**config.mk**
```make
export PLATFORM = sky130hd
export DESIGN_NAME = pipe_ctrl
export DESIGN_NICKNAME = d
export VERILOG_FILES = /design/src/rtl/pipe_ctrl.sv
export SDC_FILE = /design/constraint.sdc
export NUM_CORES = 1
export LEC_CHECK = 0
export CAP_MARGIN = 30
export CORE_MARGIN = 2
export CORE_UTILIZATION = 40
export CTS_CLUSTER_SIZE = 40
export DETAILED_ROUTE_END_ITERATION = 12
export PLACE_DENSITY = 0.66
export SLEW_MARGIN = 20
export SYNTH_ARGS = -nofsm -noshare
export SYNTH_HDL_FRONTEND = slang
export SYNTH_SLANG_ARGS = --single-unit
export TNS_END_PERCENT = 5
```
**constraint.sdc**
```tcl
create_clock -name clk -period 7.9 [get_ports clk]
set_input_delay 2.37 -clock clk [delete_from_list [all_inputs] [get_ports clk]]
set_output_delay 2.37 -clock clk [all_outputs]
set_load 0.02 [all_outputs]
```
**src/rtl/pipe_ctrl.sv**
```systemverilog
// Pipeline stall/flush/hazard controller with order tagging and retire tracking.
// Optional performance counters are enabled by defining PIPE_CTRL_PERF_EN.
module pipe_ctrl #(
  parameter int NUM_STAGES  = 5,
  parameter int HAZ_STAGE   = 1,
  parameter int FLUSH_STAGE = 2,
  parameter int ORDER_W     = 64
) (
  input  logic                  clk,
  input  logic                  rst,
  input  logic                  imem_stall,
  input  logic                  dmem_stall,
  input  logic                  load_hazard,
  input  logic                  flush,
  input  logic                  fetch_valid,
  output logic [NUM_STAGES-1:0] stage_we,
  output logic [NUM_STAGES-1:0] stage_valid,
  output logic [ORDER_W-1:0]    fetch_order,
  output logic                  retire_valid,
  output logic [ORDER_W-1:0]    retire_order,
  output logic [31:0]           perf_stall_cyc,
  output logic [31:0]           perf_flush_cnt
);

  if (!(HAZ_STAGE >= 0 && HAZ_STAGE < FLUSH_STAGE && FLUSH_STAGE <= NUM_STAGES - 2)) begin : g_param_check
    $error("pipe_ctrl: illegal HAZ_STAGE/FLUSH_STAGE/NUM_STAGES combination");
  end

  logic                  g;
  logic                  accept;
  logic [NUM_STAGES-1:0] valid_q;
  logic [NUM_STAGES-1:0] valid_nxt;
  logic                  ret_done_q;
  logic [ORDER_W-1:0]    fetch_cnt_q;
  logic [ORDER_W-1:0]    retire_cnt_q;

  assign g      = imem_stall | dmem_stall;
  assign accept = fetch_valid & ~g & ~flush & ~load_hazard;

  // Flush wins over the hazard, so the hazard only freezes the front when no flush is present.
  always_comb begin
    stage_we = '0;
    if (!g) begin
      for (int i = 0; i < NUM_STAGES; i++) begin
        stage_we[i] = (i <= HAZ_STAGE) ? ~(load_hazard & ~flush) : 1'b1;
      end
    end
  end

  always_comb begin
    valid_nxt = valid_q;
    if (!g) begin
      valid_nxt = {valid_q[NUM_STAGES-2:0], fetch_valid};
      if (flush) begin
        for (int i = 0; i < NUM_STAGES; i++) begin
          if (i <= FLUSH_STAGE) valid_nxt[i] = 1'b0;
        end
      end else if (load_hazard) begin
        for (int i = 0; i < NUM_STAGES; i++) begin
          if (i <= HAZ_STAGE) valid_nxt[i] = valid_q[i];
          else if (i == HAZ_STAGE + 1) valid_nxt[i] = 1'b0;
        end
      end
    end
  end

  assign retire_valid = valid_q[NUM_STAGES-1] & ~ret_done_q;

  always_ff @(posedge clk) begin
    if (rst) begin
      valid_q      <= '0;
      ret_done_q   <= 1'b0;
      fetch_cnt_q  <= '0;
      retire_cnt_q <= '0;
    end else begin
      valid_q <= valid_nxt;
      // A writeback held by a stall has already retired; remember it until the pipe moves.
      if (g) begin
        if (retire_valid) ret_done_q <= 1'b1;
      end else begin
        ret_done_q <= 1'b0;
      end
      if (accept)       fetch_cnt_q  <= fetch_cnt_q + 1'b1;
      if (retire_valid) retire_cnt_q <= retire_cnt_q + 1'b1;
    end
  end

  assign stage_valid  = valid_q;
  assign fetch_order  = fetch_cnt_q;
  assign retire_order = retire_cnt_q;

`ifdef PIPE_CTRL_PERF_EN
  logic [31:0] stall_cyc_q;
  logic [31:0] flush_cnt_q;

  always_ff @(posedge clk) begin
    if (rst) begin
      stall_cyc_q <= '0;
      flush_cnt_q <= '0;
    end else begin
      if ((g | load_hazard) && stall_cyc_q != 32'hFFFF_FFFF) stall_cyc_q <= stall_cyc_q + 32'd1;
      if (!g && flush && flush_cnt_q != 32'hFFFF_FFFF)       flush_cnt_q <= flush_cnt_q + 32'd1;
    end
  end

  assign perf_stall_cyc = stall_cyc_q;
  assign perf_flush_cnt = flush_cnt_q;
`else
  assign perf_stall_cyc = 32'd0;
  assign perf_flush_cnt = 32'd0;
`endif

endmodule

```
==> qor.yml <==
drt:
  wl_um: 17500
  wl_per_cell_um: 14.4
  vias_per_cell: 5.28
  vias: 6410
  drt_pass1_iterations: 5
  drc_errors: 0
  ant_nets: 0
  first_iter_violations: 387
cells_and_area:
  fillers: 1580
  finalNonFillerCells: 1213
  diodes: 0
  final_cell_mix: "clkdlybuf4s50_1, dfxtp_1, nor2_1"
  nets: 990
  final_layout_size_suffix_gt1_share_pct: 5.04
  final_common_cell: "clkdlybuf4s50_1"
  syn2layout_area_growth_pct: 29.3
floorplan:
  die_h_um: 135
  core_area_um2: 16600
  io_pins: 210
  dieArea_um2: 18100
  die_x_um: 135
  std_cell_rows: 47
  initial_core_util_pct: 40.9
sta:
  fin_tns_setup_ps: 0
  finalMaxSlewViolations: 0
  fin_skew_ps: 6.19
  fin_crit_ps: 6700
  worstMarginPinSlew_ps: 893
  rsz0062_at_grt: "no"
  hold_violations: 0
  period_share_pct: 84.8
  setup_viol: 0
  fmax_ghz: 0.149
  max_slew_margin_pct: 39.9
yosys:
  netlist_instances: 845
  yosysWarnings: 0
  synth_cell_types: 38
  netlist_area_um2: 6810
  synth_seq_cells: 134
  syn_avg_cell_area_um2: 8.06
  ys_seq_area_share_pct: 39.4
clocking:
  h-tree-depth: 4
  post_cts_buffers: 0
  insertion_delay_ps: 420
  ctsResizeCount: 0
  cts_buffers: 17
  clock_path_buffers: 2
  ctsHoldBuffers: 0
  clkSlewWorstSetupHoldPaths_ps: 60
  clock_sinks: 134
  cts_root_buf: "clkbuf_16"
  cts_tree: "built"
global_route:
  grtUsageTotal_pct: 18.8
  grt_pass1_wl_um: 27800
  overflow: 0
  grt_max_degree: 82
  antenna_found_initial: 0
  grt_pass1_vias: 5584
run_status:
  outcome: "complete, no violations"
min_path:
  hold_path_class: "flop to flop"
  min_path_cells: 2
  min_from: "stage_valid[2]"
  hold_end: "stage_valid[3]"
placed_design:
  post-dp-hpwl_um: 12200
  gp_congestion: 0.820
  io_buffers: 145
  dp_cells: 1182
critical_path:
  cp-start-kind: "input port"
  critical_path_class: "input port to primary output"
  reg2reg_slack_ps: 5100
  worst_setup_path_end_kind: "primary output"
  crit_required_ps: 5530
  timing.rr.end: "fetch_order[57]"
  arrival_ps: 4330
  r2r_cells: 5
  rr_startpoint: "fetch_order[18]"
  crit_fanout: 7
power_and_ir_drop:
  power_leakage_nw: 2.75
  power_density_nw_per_um2: 176
  irDropWorstVdd_v: 0.000154
run:
  maxCapViolCount: 0
through the flow:
stage | worst slack (ps) | power, mW | util, % | area [um^2] | hold slack, ps
2_1_floorplan | 2040 | 0.756 | - | 7050 | 468
3_3_place_gp | 1190 | 0.741 | 49.2 | 8180 | 470
3_5_place_dp | 1170 | 0.741 | 49.2 | 8190 | 466
4_1_cts | 1160 | 1.56 | 52.9 | 8810 | 473
5_1_grt | 1030 | 1.60 | 53.0 | 8810 | 515
6_report | 1200 | 1.55 | 53.0 | 8810 | 470
synthesized netlist by cell type, drive strengths merged:
cell	count	area [um^2]
dfxtp	134	2680
nand4b	4	35.0
or2	6	37.5
o41ai	5	43.8
xnor2	32	280
nand4	56	350
or4	16	124
xor2	32	280
nand3	52	260
and3	10	62.6
nand3b	2	15.0
nor3	18	90.1
mux2i	1	10.0
o21ai	48	240
o31ai	10	75.1
mux2	3	33.8
nor4	26	169
a22oi	1	7.51
a21oi	64	320
inv	18	67.6
conb	1	3.75
or4b	3	30.0
nor3b	1	7.51
clkbuf	21	78.8
ha	2	25.0
and2	6	37.5
nor2	96	360
nand2	46	173
or3	44	275
buf	74	541
nor2b	7	43.8
and4	6	52.6
kinds of logic (layout without fill, tap and decap cells):
group                      after synthesis  in the layout  synth area share, %
and+or+nand+nor                        399            399                 31.2
xor gates and xnor gates                64             64                 8.23
muxes                                    4              4                0.643
buffers and inverters                  113            198                 10.1
DFF                                    134            134                 39.4
AOI/OAI and AO/OA                      128            128                 10.1
other                                    1             64               0.0550
adders and majority gates                2              2                0.367
power by group:
| group | switching (mW) | leakage (nW) | internal (mW) |
|---|---|---|---|
| combinational | 0.0441 | 1.37 | 0.00626 |
| sequential | 0.000331 | 1.08 | 0.676 |
| clock | 0.288 | 0.301 | 0.535 |
| total | 0.333 | 2.75 | 1.22 |
critical path, stage by stage:
cell,delay (ps)
clkdlybuf4s50_1,480
nor2_1,360
o21ai_0,360
inv_1,150
clkdlybuf4s50_1,610
how the worst max path moves through the flow:
stage	startpoint	to	slack (ps)	cells past startpoint
after CTS	dmem_stall	stage_we[0]	1160	5
after global routing	dmem_stall	stage_we[0]	1030	5
final	dmem_stall	stage_we[1]	1200	5
after global placement	dmem_stall	stage_we[1]	1190	5
after floorplan	dmem_stall	stage_we[1]	2040	4
after detailed placement	dmem_stall	stage_we[0]	1170	5
flip-flops by register name (all words and copies together) (netlist names):
register	flops
fetch_order	64
ret_done_q	1
retire_order	64
stage_valid	5
layout make-up:
cell class | count | area (um^2) | area share [%]
sequential | 134 | 2680 | 30.4
tap | 220 | 275 | 3.12
timing repair buffer | 149 | 1480 | 16.8
multi-input combinational | 661 | 3690 | 41.9
clock inverter | 8 | 120 | 1.36
clock buffer | 23 | 498 | 5.65
inverter | 18 | 67.6 | 0.767
metal layers:
| layer | vias to the layer above | track usage, % | wire length [um] |
|---|---|---|---|
| li1 | 3189 | - | - |
| met1 | 2995 | 26.2 | 8380 |
| met2 | 202 | 28.3 | 7770 |
| met3 | 24 | 4.73 | 1060 |
| met4 | 0 | 6.67 | 264 |
| met5 | - | 0 | 0 |
Note: power is estimated with default switching activity, not from simulation.
